## config.mk

```make
export PLATFORM = sky130hd
export DESIGN_NAME = alt_ddrx_ddr3_odt_gen_mr_flat
export DESIGN_NICKNAME = d
export VERILOG_FILES = /design/src/rtl/alt_ddrx_ddr3_odt_gen_mr_if.sv /design/src/rtl/alt_ddrx_ddr3_odt_gen_mr.sv /design/src/flat_wrapper.sv
export SDC_FILE = /design/constraint.sdc
export NUM_CORES = 1
export LEC_CHECK = 0
export ABC_CLOCK_PERIOD_IN_PS = 2750
export BUFFER_PORTS_ARGS = -buffer_cell sky130_fd_sc_hd__buf_2
export CAP_MARGIN = 30
export CORE_MARGIN = 2
export CORE_UTILIZATION = 55
export CTS_BUF_LIST = sky130_fd_sc_hd__clkbuf_16
export DETAILED_ROUTE_END_ITERATION = 8
export PLACE_DENSITY = 0.82
export REMOVE_ABC_BUFFERS = 1
export SYNTH_ARGS = -nofsm -noshare
export SYNTH_HDL_FRONTEND = slang
export SYNTH_SLANG_ARGS = --single-unit
```

## constraint.sdc

```tcl
create_clock -name ctl_clk -period 2.75 [get_ports ctl_clk]
set_input_delay 0.1375 -clock ctl_clk [delete_from_list [all_inputs] [get_ports ctl_clk]]
set_output_delay 0.1375 -clock ctl_clk [all_outputs]
set_load 0.02 [all_outputs]
```

## src/rtl/alt_ddrx_ddr3_odt_gen_mr_if.sv

```systemverilog
// Command and ODT output bundle between the DDRX command arbiter and the
// multi-rank DDR3 ODT generator.
interface alt_ddrx_ddr3_odt_gen_mr_if #(
  parameter int MEM_IF_CS_WIDTH = 2
);
  logic                       do_write;
  logic                       do_read;
  logic [MEM_IF_CS_WIDTH-1:0] to_chip;
  logic [MEM_IF_CS_WIDTH-1:0] int_odt_l;
  logic [MEM_IF_CS_WIDTH-1:0] int_odt_h;
  logic                       odt_busy;
  logic                       odt_cmd_err;

  modport master (
    output do_write, do_read, to_chip,
    input  int_odt_l, int_odt_h, odt_busy, odt_cmd_err
  );

  modport slave (
    input  do_write, do_read, to_chip,
    output int_odt_l, int_odt_h, odt_busy, odt_cmd_err
  );
endinterface

```

## src/rtl/alt_ddrx_ddr3_odt_gen_mr.sv

```systemverilog
// Multi-rank DDR3 ODT generator, full rate (DWIDTH_RATIO=2) or half rate (4).
// Optional ALT_DDRX_ODT_FORCE_EN adds cfg_odt_force, ORed onto the ODT outputs.
module alt_ddrx_ddr3_odt_gen_mr #(
  parameter int DWIDTH_RATIO         = 2,
  parameter int MEM_IF_CS_WIDTH      = 2,
  parameter int TCL_BUS_WIDTH        = 4,
  parameter int CAS_WR_LAT_BUS_WIDTH = 4
) (
  input  logic                                       ctl_clk,
  input  logic                                       ctl_reset_n,
  input  logic [TCL_BUS_WIDTH-1:0]                   mem_tcl,
  input  logic [CAS_WR_LAT_BUS_WIDTH-1:0]            mem_cas_wr_lat,
  input  logic                                       cfg_bl8,
  input  logic [MEM_IF_CS_WIDTH*MEM_IF_CS_WIDTH-1:0] cfg_write_odt_chip,
  input  logic [MEM_IF_CS_WIDTH*MEM_IF_CS_WIDTH-1:0] cfg_read_odt_chip,
`ifdef ALT_DDRX_ODT_FORCE_EN
  input  logic [MEM_IF_CS_WIDTH-1:0]                 cfg_odt_force,
`endif
  alt_ddrx_ddr3_odt_gen_mr_if.slave                  cmd
);
  localparam int         CS         = MEM_IF_CS_WIDTH;
  localparam bit         HALF_RATE  = (DWIDTH_RATIO == 4);
  localparam logic [3:0] PH_PER_CYC = HALF_RATE ? 4'd2 : 4'd1;

  logic [2:0]         diff_d, diff_q;
  logic [7:0]         dl_vld_d, dl_vld_q, dl_odd_d, dl_odd_q;
  logic [7:0][CS-1:0] dl_msk_d, dl_msk_q;
  logic [CS-1:0][3:0] rem_d, rem_q;
  logic [CS-1:0]      gap_d, gap_q, odt_l_d, odt_l_q, odt_h_d, odt_h_q;
  logic               busy_d, busy_q, err_d, err_q;

  logic [15:0]   lat_sub;
  logic [CS-1:0] wr_mask, rd_mask, app_mask;
  logic [7:0]    dl_ins;
  logic [2:0]    rd_dly;
  logic [3:0]    win_len, left, new_end;
  logic          wr_acc, rd_acc, rd_imm, rd_odd, multi_hot;
  logic          app_vld, app_odd, wr_hit, rd_hit;

  // Latency difference, command decode, read delay line and per-rank windows.
  always_comb begin
    lat_sub = 16'(mem_tcl) - 16'(mem_cas_wr_lat);
    if (16'(mem_tcl) <= 16'(mem_cas_wr_lat)) begin
      diff_d = 3'd0;
    end else if (lat_sub > 16'd7) begin
      diff_d = 3'd7;
    end else begin
      diff_d = lat_sub[2:0];
    end

    wr_acc    = cmd.do_write;
    rd_acc    = cmd.do_read & ~cmd.do_write;
    multi_hot = (cmd.to_chip & (cmd.to_chip - CS'(1'b1))) != {CS{1'b0}};
    err_d     = err_q | (cmd.do_write & cmd.do_read) | ((cmd.do_write | cmd.do_read) & multi_hot);

    wr_mask = {CS{1'b0}};
    rd_mask = {CS{1'b0}};
    for (int r = 0; r < CS; r++) begin
      wr_mask = wr_mask | (cmd.to_chip[r] ? cfg_write_odt_chip[r*CS +: CS] : {CS{1'b0}});
      rd_mask = rd_mask | (cmd.to_chip[r] ? cfg_read_odt_chip[r*CS +: CS] : {CS{1'b0}});
    end

    // Half rate: whole ctl cycles of delay plus an odd-phase start on h.
    rd_dly = HALF_RATE ? {1'b0, diff_q[2:1]} : diff_q;
    rd_odd = HALF_RATE ? diff_q[0] : 1'b0;
    rd_imm = rd_acc & (rd_dly == 3'd0);
    dl_ins = (rd_acc && (rd_dly != 3'd0)) ? (8'b0000_0001 << (rd_dly - 3'd1)) : 8'b0000_0000;

    dl_vld_d = {1'b0, dl_vld_q[7:1]} | dl_ins;
    dl_odd_d = {1'b0, dl_odd_q[7:1]} | (dl_ins & {8{rd_odd}});
    dl_msk_d = {{CS{1'b0}}, dl_msk_q[7:1]};
    for (int i = 0; i < 8; i++) begin
      dl_msk_d[i] = dl_msk_d[i] | (dl_ins[i] ? rd_mask : {CS{1'b0}});
    end

    app_vld  = dl_vld_q[0] | rd_imm;
    app_odd  = (dl_vld_q[0] & dl_odd_q[0]) | (rd_imm & rd_odd);
    app_mask = (dl_vld_q[0] ? dl_msk_q[0] : {CS{1'b0}}) | (rd_imm ? rd_mask : {CS{1'b0}});

    win_len = cfg_bl8 ? 4'd6 : 4'd4;
    busy_d  = |dl_vld_d;
    for (int r = 0; r < CS; r++) begin
      left    = (rem_q[r] > PH_PER_CYC) ? (rem_q[r] - PH_PER_CYC) : 4'd0;
      wr_hit  = wr_acc & wr_mask[r];
      rd_hit  = app_vld & app_mask[r];
      new_end = (rd_hit & app_odd) ? (win_len + 4'd1) : win_len;
      // A new window only extends: it starts at once if one is still running.
      if (!(wr_hit | rd_hit)) begin
        gap_d[r] = 1'b0;
        rem_d[r] = left;
      end else if (left == 4'd0) begin
        gap_d[r] = ~wr_hit & app_odd;
        rem_d[r] = new_end;
      end else begin
        gap_d[r] = 1'b0;
        rem_d[r] = (left > new_end) ? left : new_end;
      end
      odt_l_d[r] = (rem_d[r] != 4'd0) & ~gap_d[r];
      odt_h_d[r] = HALF_RATE ? (rem_d[r] > 4'd1) : (rem_d[r] != 4'd0);
      busy_d     = busy_d | (rem_d[r] != 4'd0);
    end
  end

  // State and output registers.
  always_ff @(posedge ctl_clk or negedge ctl_reset_n) begin
    if (!ctl_reset_n) begin
      diff_q   <= 3'd0;
      dl_vld_q <= 8'd0;
      dl_odd_q <= 8'd0;
      dl_msk_q <= '0;
      rem_q    <= '0;
      gap_q    <= {CS{1'b0}};
      odt_l_q  <= {CS{1'b0}};
      odt_h_q  <= {CS{1'b0}};
      busy_q   <= 1'b0;
      err_q    <= 1'b0;
    end else begin
      diff_q   <= diff_d;
      dl_vld_q <= dl_vld_d;
      dl_odd_q <= dl_odd_d;
      dl_msk_q <= dl_msk_d;
      rem_q    <= rem_d;
      gap_q    <= gap_d;
      odt_l_q  <= odt_l_d;
      odt_h_q  <= odt_h_d;
      busy_q   <= busy_d;
      err_q    <= err_d;
    end
  end

`ifdef ALT_DDRX_ODT_FORCE_EN
  assign cmd.int_odt_l = odt_l_q | cfg_odt_force;
  assign cmd.int_odt_h = odt_h_q | cfg_odt_force;
`else
  assign cmd.int_odt_l = odt_l_q;
  assign cmd.int_odt_h = odt_h_q;
`endif
  assign cmd.odt_busy    = busy_q;
  assign cmd.odt_cmd_err = err_q;
endmodule

```

## src/flat_wrapper.sv

```systemverilog
// flat-port wrapper written by rule: the top's interface ports become plain ports
module alt_ddrx_ddr3_odt_gen_mr_flat 
#(
  parameter int DWIDTH_RATIO         = 2,
  parameter int MEM_IF_CS_WIDTH      = 2,
  parameter int TCL_BUS_WIDTH        = 4,
  parameter int CAS_WR_LAT_BUS_WIDTH = 4
)
  (ctl_clk, ctl_reset_n, mem_tcl, mem_cas_wr_lat, cfg_bl8, cfg_write_odt_chip, cfg_read_odt_chip, cmd_do_write, cmd_do_read, cmd_to_chip, cmd_int_odt_l, cmd_int_odt_h, cmd_odt_busy, cmd_odt_cmd_err);
  alt_ddrx_ddr3_odt_gen_mr_if #(.MEM_IF_CS_WIDTH(MEM_IF_CS_WIDTH)) cmd_i ();
  input  logic ctl_clk;
  input  logic ctl_reset_n;
  input  logic [TCL_BUS_WIDTH-1:0] mem_tcl;
  input  logic [CAS_WR_LAT_BUS_WIDTH-1:0] mem_cas_wr_lat;
  input  logic cfg_bl8;
  input  logic [MEM_IF_CS_WIDTH*MEM_IF_CS_WIDTH-1:0] cfg_write_odt_chip;
  input  logic [MEM_IF_CS_WIDTH*MEM_IF_CS_WIDTH-1:0] cfg_read_odt_chip;
  input wire logic [$bits(cmd_i.do_write)-1:0] cmd_do_write;
  input wire logic [$bits(cmd_i.do_read)-1:0] cmd_do_read;
  input wire logic [$bits(cmd_i.to_chip)-1:0] cmd_to_chip;
  output wire logic [$bits(cmd_i.int_odt_l)-1:0] cmd_int_odt_l;
  output wire logic [$bits(cmd_i.int_odt_h)-1:0] cmd_int_odt_h;
  output wire logic [$bits(cmd_i.odt_busy)-1:0] cmd_odt_busy;
  output wire logic [$bits(cmd_i.odt_cmd_err)-1:0] cmd_odt_cmd_err;
  assign cmd_i.do_write = cmd_do_write;
  assign cmd_i.do_read = cmd_do_read;
  assign cmd_i.to_chip = cmd_to_chip;
  assign cmd_int_odt_l = cmd_i.int_odt_l;
  assign cmd_int_odt_h = cmd_i.int_odt_h;
  assign cmd_odt_busy = cmd_i.odt_busy;
  assign cmd_odt_cmd_err = cmd_i.odt_cmd_err;
  alt_ddrx_ddr3_odt_gen_mr #(.DWIDTH_RATIO(DWIDTH_RATIO), .MEM_IF_CS_WIDTH(MEM_IF_CS_WIDTH), .TCL_BUS_WIDTH(TCL_BUS_WIDTH), .CAS_WR_LAT_BUS_WIDTH(CAS_WR_LAT_BUS_WIDTH)) u_core (.ctl_clk(ctl_clk), .ctl_reset_n(ctl_reset_n), .mem_tcl(mem_tcl), .mem_cas_wr_lat(mem_cas_wr_lat), .cfg_bl8(cfg_bl8), .cfg_write_odt_chip(cfg_write_odt_chip), .cfg_read_odt_chip(cfg_read_odt_chip), .cmd(cmd_i));
endmodule
```

==> results of run 1 <==
-- final timing paths --
path,startpoint,endpoint,cells after the start
max in group asynchronous,ctl_reset_n,u_core.diff_q[1],2
max,u_core.rem_q[4],u_core.rem_q[5],9
min,cfg_bl8,u_core.rem_q[1],3
max reg2reg,u_core.rem_q[4],u_core.rem_q[5],9
min reg2reg,u_core.dl_msk_q[13],u_core.dl_msk_q[11],1
min in group asynchronous,ctl_reset_n,u_core.rem_q[2],2
-- area by class of cell --
class / count / area, sq um
fill: 249 / 1060
inverter: 13 / 48.8
multi-input combinational: 118 / 857
clock buffer: 5 / 125
timing repair buffer: 29 / 150
sequential: 39 / 976
tap: 46 / 57.6
clock inverter: 3 / 63.8
-- synthesized netlist by cell type (all sizes together), types with 2 or more instances --
cell type and n:
dfrtp 39, inv 13, o21bai 13, ha 10, nand2 8, nor3 8, a21o 6, a21oi 6
a22o 6, nand2b 6, nor2 5, nor2b 5, or2 5, buf 4, o21a 4, a22oi 3
and3 3, mux2 3, a211oi 2, a31oi 2, mux2i 2, nand3 2, nor3b 2, o21ai 2
or3 2
-- per-stage QoR --
step	instance area, sq um	total power, uW	setup slack, ns	cells	hold WS [ns]
5_1_grt	2280	2330	0.344	253	0.182
4_1_cts	2280	2220	0.477	253	0.161
3_3_place_gp	2080	1390	0.694	244	0.264
6_report	2280	2220	0.467	253	0.166
3_5_place_dp	2080	1470	0.503	244	0.284
2_1_floorplan	1880	1270	0.742	170	-0.158
-- sequential cells by signal, summed over array words and instances, names as in the netlist --
name                    cells
u_core.cmd.int_odt_l        2
u_core.cmd.odt_busy         1
u_core.cmd.odt_cmd_err      1
u_core.diff_q               3
u_core.dl_msk_q            16
u_core.dl_vld_q             8
u_core.rem_q                8
-- routing by layer --
| metal | up-vias | global-route usage [%] | share of wire (%) |
|---|---|---|---|
| li1 | 673 | - | - |
| met4 | 0 | 10.3 | 2.8 |
| met3 | 14 | 6.49 | 5.7 |
| met1 | 728 | 25.8 | 39 |
| met2 | 55 | 42.0 | 52 |
| met5 | - | 0 | 0 |
-- power by group through the flow --
stage	combinational, uW	sequential (uW)	clock [uW]
after CTS	689	779	750
after global placement	614	773	0
final	697	783	738
after floorplan	484	788	0
after detailed placement	679	787	0
after global routing	763	793	778
-- kinds of logic (layout without fill, tap and decap cells) --
family / Yosys count / count (layout) / share of synthesized area, %
mux: 5 / 5 / 3.01
compound gates: 47 / 47 / 17.9
fa+ha+maj: 11 / 11 / 7.59
flops: 39 / 39 / 51.0
xor+xnor: 1 / 1 / 0.458
other cells: 1 / 3 / 0.196
simple gates: 51 / 51 / 15.2
buf+inv: 17 / 50 / 4.52
-- worst max-delay path, stage by stage, from the launching register on --
cell     delay (ns)
dfrtp_1        0.46
inv_1          0.07
ha_1           0.24
nor2_1         0.15
nor3_1         0.11
or2_2          0.30
ha_1           0.17
or2_2          0.31
o21ai_1        0.19
mux2i_1        0.20
==> results_dict.tcl, run 1 <==
set metrics [dict create \
    outcome "finished, final reports clean" \
    reg2reg_slack_ns 0.47 \
    synth_area_leaders "dfrtp_1 51%, ha_1 6.5%, o21bai_1 4.7%" \
    grt_start_max_net_pins 40 \
    ys_warn_count 0 \
    p_leak_uw 0.00108 \
    gp_congestion 0.853 \
    finalMaxSlewViolations 0 \
    numCtsBuffers 5 \
    wl_per_cell_um 16.5 \
    synthArstFlopShare_pct 100 \
    root_buffer "clkbuf_16" \
    fmax_ghz 0.438 \
    end_kind "flop" \
    pwr-share-clk_pct 33.3 \
    clk_pin_slew_ns 0.05 \
    rows 21 \
    netlist.top_cell.by_area "dfrtp_1" \
    port-buffer-count 28 \
    gr-total-overflow 0 \
    synth_edf_count 0 \
    layout.nets 240 \
    worstSetupStartpointType "flop" \
    p_int_uw 1520 \
    drcViolationCount 0 \
    post-route-util_pct 68.3 \
    required_ns 2.95 \
    critical_path.max_fanout 6 \
    avgSynthCellArea_sq_um 11.1 \
    setup_viol 0 \
    clockBufferDepth 2 \
    synth_top_flop_cell "dfrtp_1" \
    peakVddDrop_mv 0.504 \
    fp.dieH_um 63.0 \
    layout_min_cycle_time_ns 2.28 \
    drive_gt1_share_pct 21.7 \
    first_pass_iters 4 \
    cts.sinks 39 \
    cp.arrival_ns 2.48 \
    tightest_slew_ns 0.836 \
    synth.distinct_cells 42 \
    yosysSeqAreaShare_pct 51.0 \
    synthCells 172 \
    cap_violations 0 \
    vias 1470 \
    hold_violations 0 \
    seqPwrFrac_pct 35.3 \
    final.setup.tns_ns 0 \
    cts_tree "yes" \
    areaGrowthSynthToFinish_pct 19.2 \
    fin_skew_ns 0.00586 \
    rsz0062_at_grt "no" \
    grt_pass1_wl_mm 7.03 \
    ctsHtreeMaxLevel 2 \
    ys_ff_latch 39 \
    dieArea_sq_mm 0.00396 \
    synth_top_area_share_pct 51.0 \
    initial_core_util_pct 57.3 \
    share_comb_of_total_power_pct 31.4 \
    syn_area_sq_mm 0.00191 \
    track_usage_pct 23.5 \
    io_pins 29 \
    cts.repair.resized 0 \
    die_width_um 63.0 \
    cts_hold_buf 1 \
    drtIter0Drc 84 \
    drt_wl_total_mm 4.18 \
    mostFrequentLayoutCells "39 x dfrtp_1, 28 x buf_2, 14 x inv_1" \
    switching_share_pct 31.3 \
    hp-class "input port to flop" \
    powerDensity_mw_per_mm2 974 \
    hpwlAfterDp_mm 2.97 \
    core_area_sq_mm 0.00334 \
    fin_crit_sh_pct 83.0 \
    p_switching_uw 694 \
    relSlewSlack_pct 44.3 \
    grt_pass1_vias 1561 \
    path_class "flop to flop" \
    antenna_found_initial 0 \
    n_antenna_cell 0 \
    post_cts_buffers 0 \
    clk_latency_ns 0.28 \
    vias_per_cell 5.81 \
    layout_commonest_cell "dfrtp_1" \
    ant_nets 0 \
]
Note: power is estimated with default switching activity, not from simulation.
==> run 2, diff against run 1 <==
--- a/config.mk
+++ b/config.mk
@@ -5,7 +5,7 @@
 export SDC_FILE = /design/constraint.sdc
 export NUM_CORES = 1
 export LEC_CHECK = 0
-export ABC_CLOCK_PERIOD_IN_PS = 2750
+export ABC_CLOCK_PERIOD_IN_PS = 2200
 export BUFFER_PORTS_ARGS = -buffer_cell sky130_fd_sc_hd__buf_2
 export CAP_MARGIN = 30
 export CORE_MARGIN = 2
==> constraint.sdc (replaced) <==
create_clock -name ctl_clk -period 2.2 [get_ports ctl_clk]
set_input_delay 0.11 -clock ctl_clk [delete_from_list [all_inputs] [get_ports ctl_clk]]
set_output_delay 0.11 -clock ctl_clk [all_outputs]
set_load 0.02 [all_outputs]
==> results_dict.tcl, run 2 (synthesis gave the netlist of run 1 again) <==
set metrics [dict create \
    critPathSlowestCell "dfrtp_2" \
    top_register "u_core.dl_msk_q" \
    largest_register_ffs 16 \
    final.setup.tns_ns 0 \
    gp_congestion 0.853 \
    areaGrowthSynthToFinish_pct 19.2 \
    fmax_ghz 0.469 \
    drt_wl_total_mm 4.17 \
    core_area_sq_mm 0.00334 \
    fin_skew_ns 0.00624 \
    drive_gt1_share_pct 26.7 \
    gr-total-overflow 0 \
    largestRegisters "u_core.dl_msk_q (16), u_core.dl_vld_q (8), u_core.rem_q (8)" \
    port-buffer-count 28 \
    finalMaxSlewViolations 0 \
    multiInputGateArea_sq_um 880 \
    rows 21 \
    track_usage_pct 22.9 \
    hpwlAfterDp_mm 2.99 \
    dieArea_sq_mm 0.00396 \
    finalPower_uw 2660 \
    fin_ws_ns 0.0675 \
    relSlewSlack_pct 43.0 \
    drtIter0Drc 84 \
    cap_violations 0 \
    crit_family "simple AND/OR/NAND/NOR gates" \
    hp-class "input port to flop" \
    clockBufferDepth 2 \
    dp_cells 244 \
    tightest_slew_ns 0.856 \
    path_class "flop to flop" \
    n_fill_cell 246 \
    clk_latency_ns 0.29 \
    worstSetupStartpointType "flop" \
    n_antenna_cell 0 \
    first_pass_iters 4 \
    critical_path.max_fanout 4 \
    end_kind "flop" \
    vias 1478 \
    seq_area_sq_um 978 \
    pre_cts_slack_ns -0.0605 \
    powerDensity_mw_per_mm2 1170 \
    ctsHtreeMaxLevel 2 \
    vias_per_cell 5.77 \
    setup_viol 0 \
    layout_commonest_cell "dfrtp_1" \
    layout.nets 243 \
    numCtsBuffers 5 \
    hold_violations 0 \
    fp.dieH_um 63.0 \
    required_ns 2.40 \
    root_buffer "clkbuf_16" \
    cp.arrival_ns 2.34 \
    fin_crit_sh_pct 96.9 \
    p_leak_uw 0.00108 \
    wl_per_cell_um 16.3 \
    path_cells "inv_1, ha_1, nor2_2, nor3_2, or2_2, ha_1, or2_2, o21ai_2, mux2i_1" \
    layout_min_cycle_time_ns 2.13 \
    cp_num_buf_inv 1 \
    io_pins 29 \
    antenna_found_initial 0 \
    grt_start_max_net_pins 40 \
    drcViolationCount 0 \
    die_width_um 63.0 \
    initial_core_util_pct 57.3 \
    cts_tree "yes" \
    grt_pass1_vias 1549 \
    mostFrequentLayoutCells "37 x dfrtp_1, 28 x buf_2, 14 x inv_1" \
    slowest_delay_ns 0.40 \
    ant_nets 0 \
    peakVddDrop_mv 0.565 \
    outcome "finished, final reports clean" \
    cts.sinks 39 \
    instances_no_fill 256 \
    grt_pass1_wl_mm 6.87 \
    clk_pin_slew_ns 0.06 \
]
[run 2: power by group]
group / total, uW / internal [uW] / switching [uW]
sequential: 976 / 856 / 120
clock: 690 / 413 / 277
combinational: 990 / 470 / 520
total: 2660 / 1740 / 917
[run 2: repair_timing]
| item | CTS | global route |
|---|---|---|
| cloned | 0 | 0 |
| pin swaps | 0 | 1 |
| hold buffers | 1 | 0 |
| hold endpoints to repair | 39 | 0 |
| endpoints found under the setup margin | 1 | 3 |
| resized for setup | 1 | 7 |
| setup buffers | 2 | 1 |
[run 2: tightest hold or removal path, delay by kind of cell]
kind / cells / cell delay (ns)
mux: 1 / 0.06
buf+inv: 2 / 0.20
[run 2: area by class of cell]
cell class                 instances  share of cell area (%)
tap                               46                    2.53
clock buffer                       5                    5.49
inverter                          13                    2.14
clock inverter                     3                   0.714
sequential                        39                    42.9
timing repair buffer              32                    7.58
multi-input combinational        118                    38.6
[run 2: routing by layer]
layer / part of all wire [%] / GRT usage, % / vias to the layer above
li1: - / - / 676
met1: 37 / 25.1 / 728
met5: 0 / 0 / -
met4: 2.6 / 10.0 / 0
met3: 7.3 / 7.21 / 12
met2: 54 / 40.3 / 62
[run 2: stage by stage]
step,utilization [%],area [sq um],hold slack [ns]
2_1_floorplan,-,1880,-0.186
3_3_place_gp,62.3,2080,0.237
3_5_place_dp,62.3,2080,0.259
4_1_cts,67.3,2250,0.133
5_1_grt,68.3,2280,0.157
6_report,68.3,2280,0.129
[run 2: worst paths after layout]
kind                                          start  depth (start not counted)                  end  slack (ns)
worst min register to register  u_core.dl_msk_q[13]                          1  u_core.dl_msk_q[11]        0.43
max in group asynchronous               ctl_reset_n                          2      u_core.rem_q[4]        1.14
worst max register to register      u_core.rem_q[4]                          9      u_core.rem_q[5]        0.07
worst min-delay path                        cfg_bl8                          3      u_core.rem_q[1]        0.13
worst max-delay path                u_core.rem_q[4]                          9      u_core.rem_q[5]        0.07
min in group asynchronous               ctl_reset_n                          2      u_core.rem_q[3]        0.47
==> run 3, diff against run 2 <==
--- a/config.mk
+++ b/config.mk
@@ -5,6 +5,7 @@
 export SDC_FILE = /design/constraint.sdc
 export NUM_CORES = 1
 export LEC_CHECK = 0
+export ABC_AREA = 1
 export ABC_CLOCK_PERIOD_IN_PS = 2200
 export BUFFER_PORTS_ARGS = -buffer_cell sky130_fd_sc_hd__buf_2
 export CAP_MARGIN = 30
@@ -14,6 +15,7 @@
 export DETAILED_ROUTE_END_ITERATION = 8
 export PLACE_DENSITY = 0.82
 export REMOVE_ABC_BUFFERS = 1
+export SKIP_LAST_GASP = 1
 export SYNTH_ARGS = -nofsm -noshare
 export SYNTH_HDL_FRONTEND = slang
 export SYNTH_SLANG_ARGS = --single-unit
==> results_dict.tcl, run 3 <==
set metrics [dict create \
    outcome "finished, final reports clean" \
    r2r-end "u_core.cmd.odt_busy" \
    ys_warn_count 0 \
    setup_viol 0 \
    synth_top_area_share_pct 49.5 \
    path_class "flop to flop" \
    clk_latency_ns 0.27 \
    end_kind "flop" \
    synthTopCellsByCount "48 x inv_1, 44 x nand2_1, 39 x dfrtp_1" \
    clockBufferDepth 2 \
    grt_start_max_net_pins 40 \
    layout_commonest_cell "inv_1" \
    synthSimpleGateAreaFrac_pct 20.6 \
    synthCells 229 \
    holdPathStages 3 \
    grt_pass1_wl_mm 6.08 \
    synth_top_flop_cell "dfrtp_1" \
    vias 1518 \
    p_switching_uw 897 \
    largest_register_ffs 16 \
    critPathSlowestCell "dfrtp_1" \
    cap_violations 0 \
    rr_startpoint "u_core.rem_q[0]" \
    hold_violations 0 \
    rows 21 \
    ys_ff_latch 39 \
    synth-xor-area-share_pct 0.888 \
    yosysSeqAreaShare_pct 49.5 \
    tightest_slew_ns 0.824 \
    crit_top_cell "nand2_1" \
    gp_congestion 0.778 \
    wl_per_cell_um 10.6 \
    synth_area_leaders "dfrtp_1 49%, inv_1 9.1%, nand2_1 8.4%" \
    grtUsageMet1_pct 21.0 \
    instances_no_fill 312 \
    share_comb_of_total_power_pct 32.6 \
    synth_edf_count 0 \
    drtIter0Drc 62 \
    first_pass_iters 5 \
    synth_compound_area_share_pct 10.8 \
    layout_min_cycle_time_ns 2.00 \
    busiest_layer "met2" \
    track_usage_pct 19.4 \
    grt_pass1_vias 1530 \
    ant_nets 0 \
    synth_mux_area_share_pct 0 \
    areaGrowthSynthToFinish_pct 19.9 \
    gr-total-overflow 0 \
    relSlewSlack_pct 45.1 \
    powerDensity_mw_per_mm2 1150 \
    root_buffer "clkbuf_16" \
    mostFrequentLayoutCells "49 x inv_1, 44 x nand2_1, 39 x dfrtp_1" \
    critical_path.max_fanout 4 \
    hpwlAfterDp_mm 2.50 \
    final.setup.tns_ns 0 \
    hp-class "input port to flop" \
    synth_top_family_by_area "simple AND/OR/NAND/NOR gates" \
    drive_gt1_share_pct 20.3 \
    switching_share_pct 33.1 \
    layout.nets 299 \
    synth.distinct_cells 26 \
    reg2reg_slack_ns 0.20 \
    slowest_delay_ns 0.36 \
    peakVddDrop_mv 0.566 \
    top_register "u_core.dl_msk_q" \
    drcViolationCount 0 \
    path_cells "inv_2, ha_1, inv_1, nand2_1, nand2_1, inv_1, nor2_1, inv_1, ha_1, nand2_1, nand2_1, nand3_2, nand2_2, nand2_2, nor2_2, nand3_1" \
    seqPwrFrac_pct 34.2 \
    holdCritStartpoint "cmd_do_read" \
    met2_usage_pct 34.6 \
    netlist.top_cell.by_area "dfrtp_1" \
    worstHoldEndpoint "u_core.cmd.odt_cmd_err" \
    cts_tree "yes" \
    syn_area_sq_mm 0.00197 \
    avgSynthCellArea_sq_um 8.61 \
    fmax_ghz 0.501 \
    numCtsBuffers 5 \
    yosys.area_share.adder_pct 7.36 \
    clk_pin_slew_ns 0.05 \
    synth.most_common_cell "inv_1" \
    synthArstFlopShare_pct 100 \
    required_ns 2.36 \
    cp.arrival_ns 2.15 \
    fin_crit_sh_pct 90.7 \
    ctsHtreeMaxLevel 2 \
    n_antenna_cell 0 \
    cp-startpoint "u_core.rem_q[0]" \
    cts.sinks 39 \
    p_leak_uw 0.00124 \
    initial_core_util_pct 58.2 \
    rsz0062_at_grt "no" \
    gr-usage-met3_pct 4.23 \
    dieArea_sq_mm 0.00408 \
    die_width_um 63.9 \
    port-buffer-count 28 \
    vias_per_cell 4.87 \
    fin_skew_ns 0.00323 \
    largestRegisters "u_core.dl_msk_q (16), u_core.dl_vld_q (8), u_core.rem_q (8)" \
    worstRegToRegCells 16 \
    core_area_sq_mm 0.00339 \
    dp_cells 303 \
    post_cts_buffers 0 \
    drt_wl_total_mm 3.32 \
    pwr-share-clk_pct 33.2 \
    antenna_found_initial 0 \
    p_int_uw 1810 \
    worstSetupStartpointType "flop" \
    io_pins 29 \
    finalMaxSlewViolations 0 \
    fp.dieH_um 63.9 \
]
[run 3: changes by cell type after synthesis, sizes merged, moves of 6 or more]
cell    change
nand2      +42
inv        +38
nor2       +14
nand3      +11
o21ai       +8
a21o        -6
a22o        -6
nand2b      -6
nor3        -6
[run 3: what timing repair did]
item                                    in CTS  in global routing
gates resized for setup                      0                  2
hold endpoints to repair                    39                  0
hold buffers                                 1                  0
endpoints found under the setup margin       0                  2
[run 3: area by class of cell]
type | instances | area [sq um]
clock buffer | 5 | 125
clock inverter | 3 | 63.8
fill | 276 | 1030
inverter | 52 | 195
multi-input combinational | 138 | 796
sequential | 39 | 976
tap | 46 | 57.6
timing repair buffer | 29 | 150
[run 3: cell families (layout without fill, tap and decap cells)]
| group | after synthesis | in the layout |
|---|---|---|
| buffers and inverters | 54 | 89 |
| xor gates and xnor gates | 2 | 2 |
| DFF | 39 | 39 |
| and+or+nand+nor | 90 | 90 |
| other | 1 | 3 |
| AOI/OAI and AO/OA | 32 | 32 |
| adders and majority gates | 11 | 11 |
[run 3: worst max-delay path: cells and delay by family, from the launching register on]
family	cells	cell delay, ns
buf+inv	4	0.24
fa+ha+maj	2	0.50
simple gates	10	0.81
flops	1	0.36
[run 3: how the worst max path moves through the flow]
stage / endpoint
6_report: u_core.cmd.odt_busy
5_1_grt: u_core.cmd.odt_busy
4_1_cts: u_core.cmd.odt_busy
3_5_place_dp: u_core.cmd.odt_busy
3_3_place_gp: u_core.cmd.odt_busy
2_1_floorplan: u_core.cmd.odt_busy
[run 3: metrics by stage]
step	utilization, %	power, uW	cell area [sq um]	hold slack [ns]	setup slack (ns)
CTS	69.7	2720	2360	0.114	0.0929
global route	69.7	2930	2360	0.137	0.0119
floorplan	-	1610	1960	-0.186	0.291
finish	69.7	2710	2360	0.114	0.204
global placement	63.8	1770	2160	0.251	0.136
detailed placement	63.8	1800	2160	0.260	0.105
[run 3: layer usage]
metal	vias up	wire [um]	share of wire, %
li1	780	-	-
met1	703	1390	42
met2	28	1730	52
met3	7	116	3.5
met4	0	85	2.6
met5	-	0	0
[run 3: power groups by stage]
stage / sequential, uW / combinational (uW) / clock, uW
after global placement: 929 / 842 / 0
after CTS: 924 / 875 / 918
after global routing: 940 / 1030 / 956
final: 926 / 883 / 900
after floorplan: 938 / 672 / 0
after detailed placement: 935 / 867 / 0
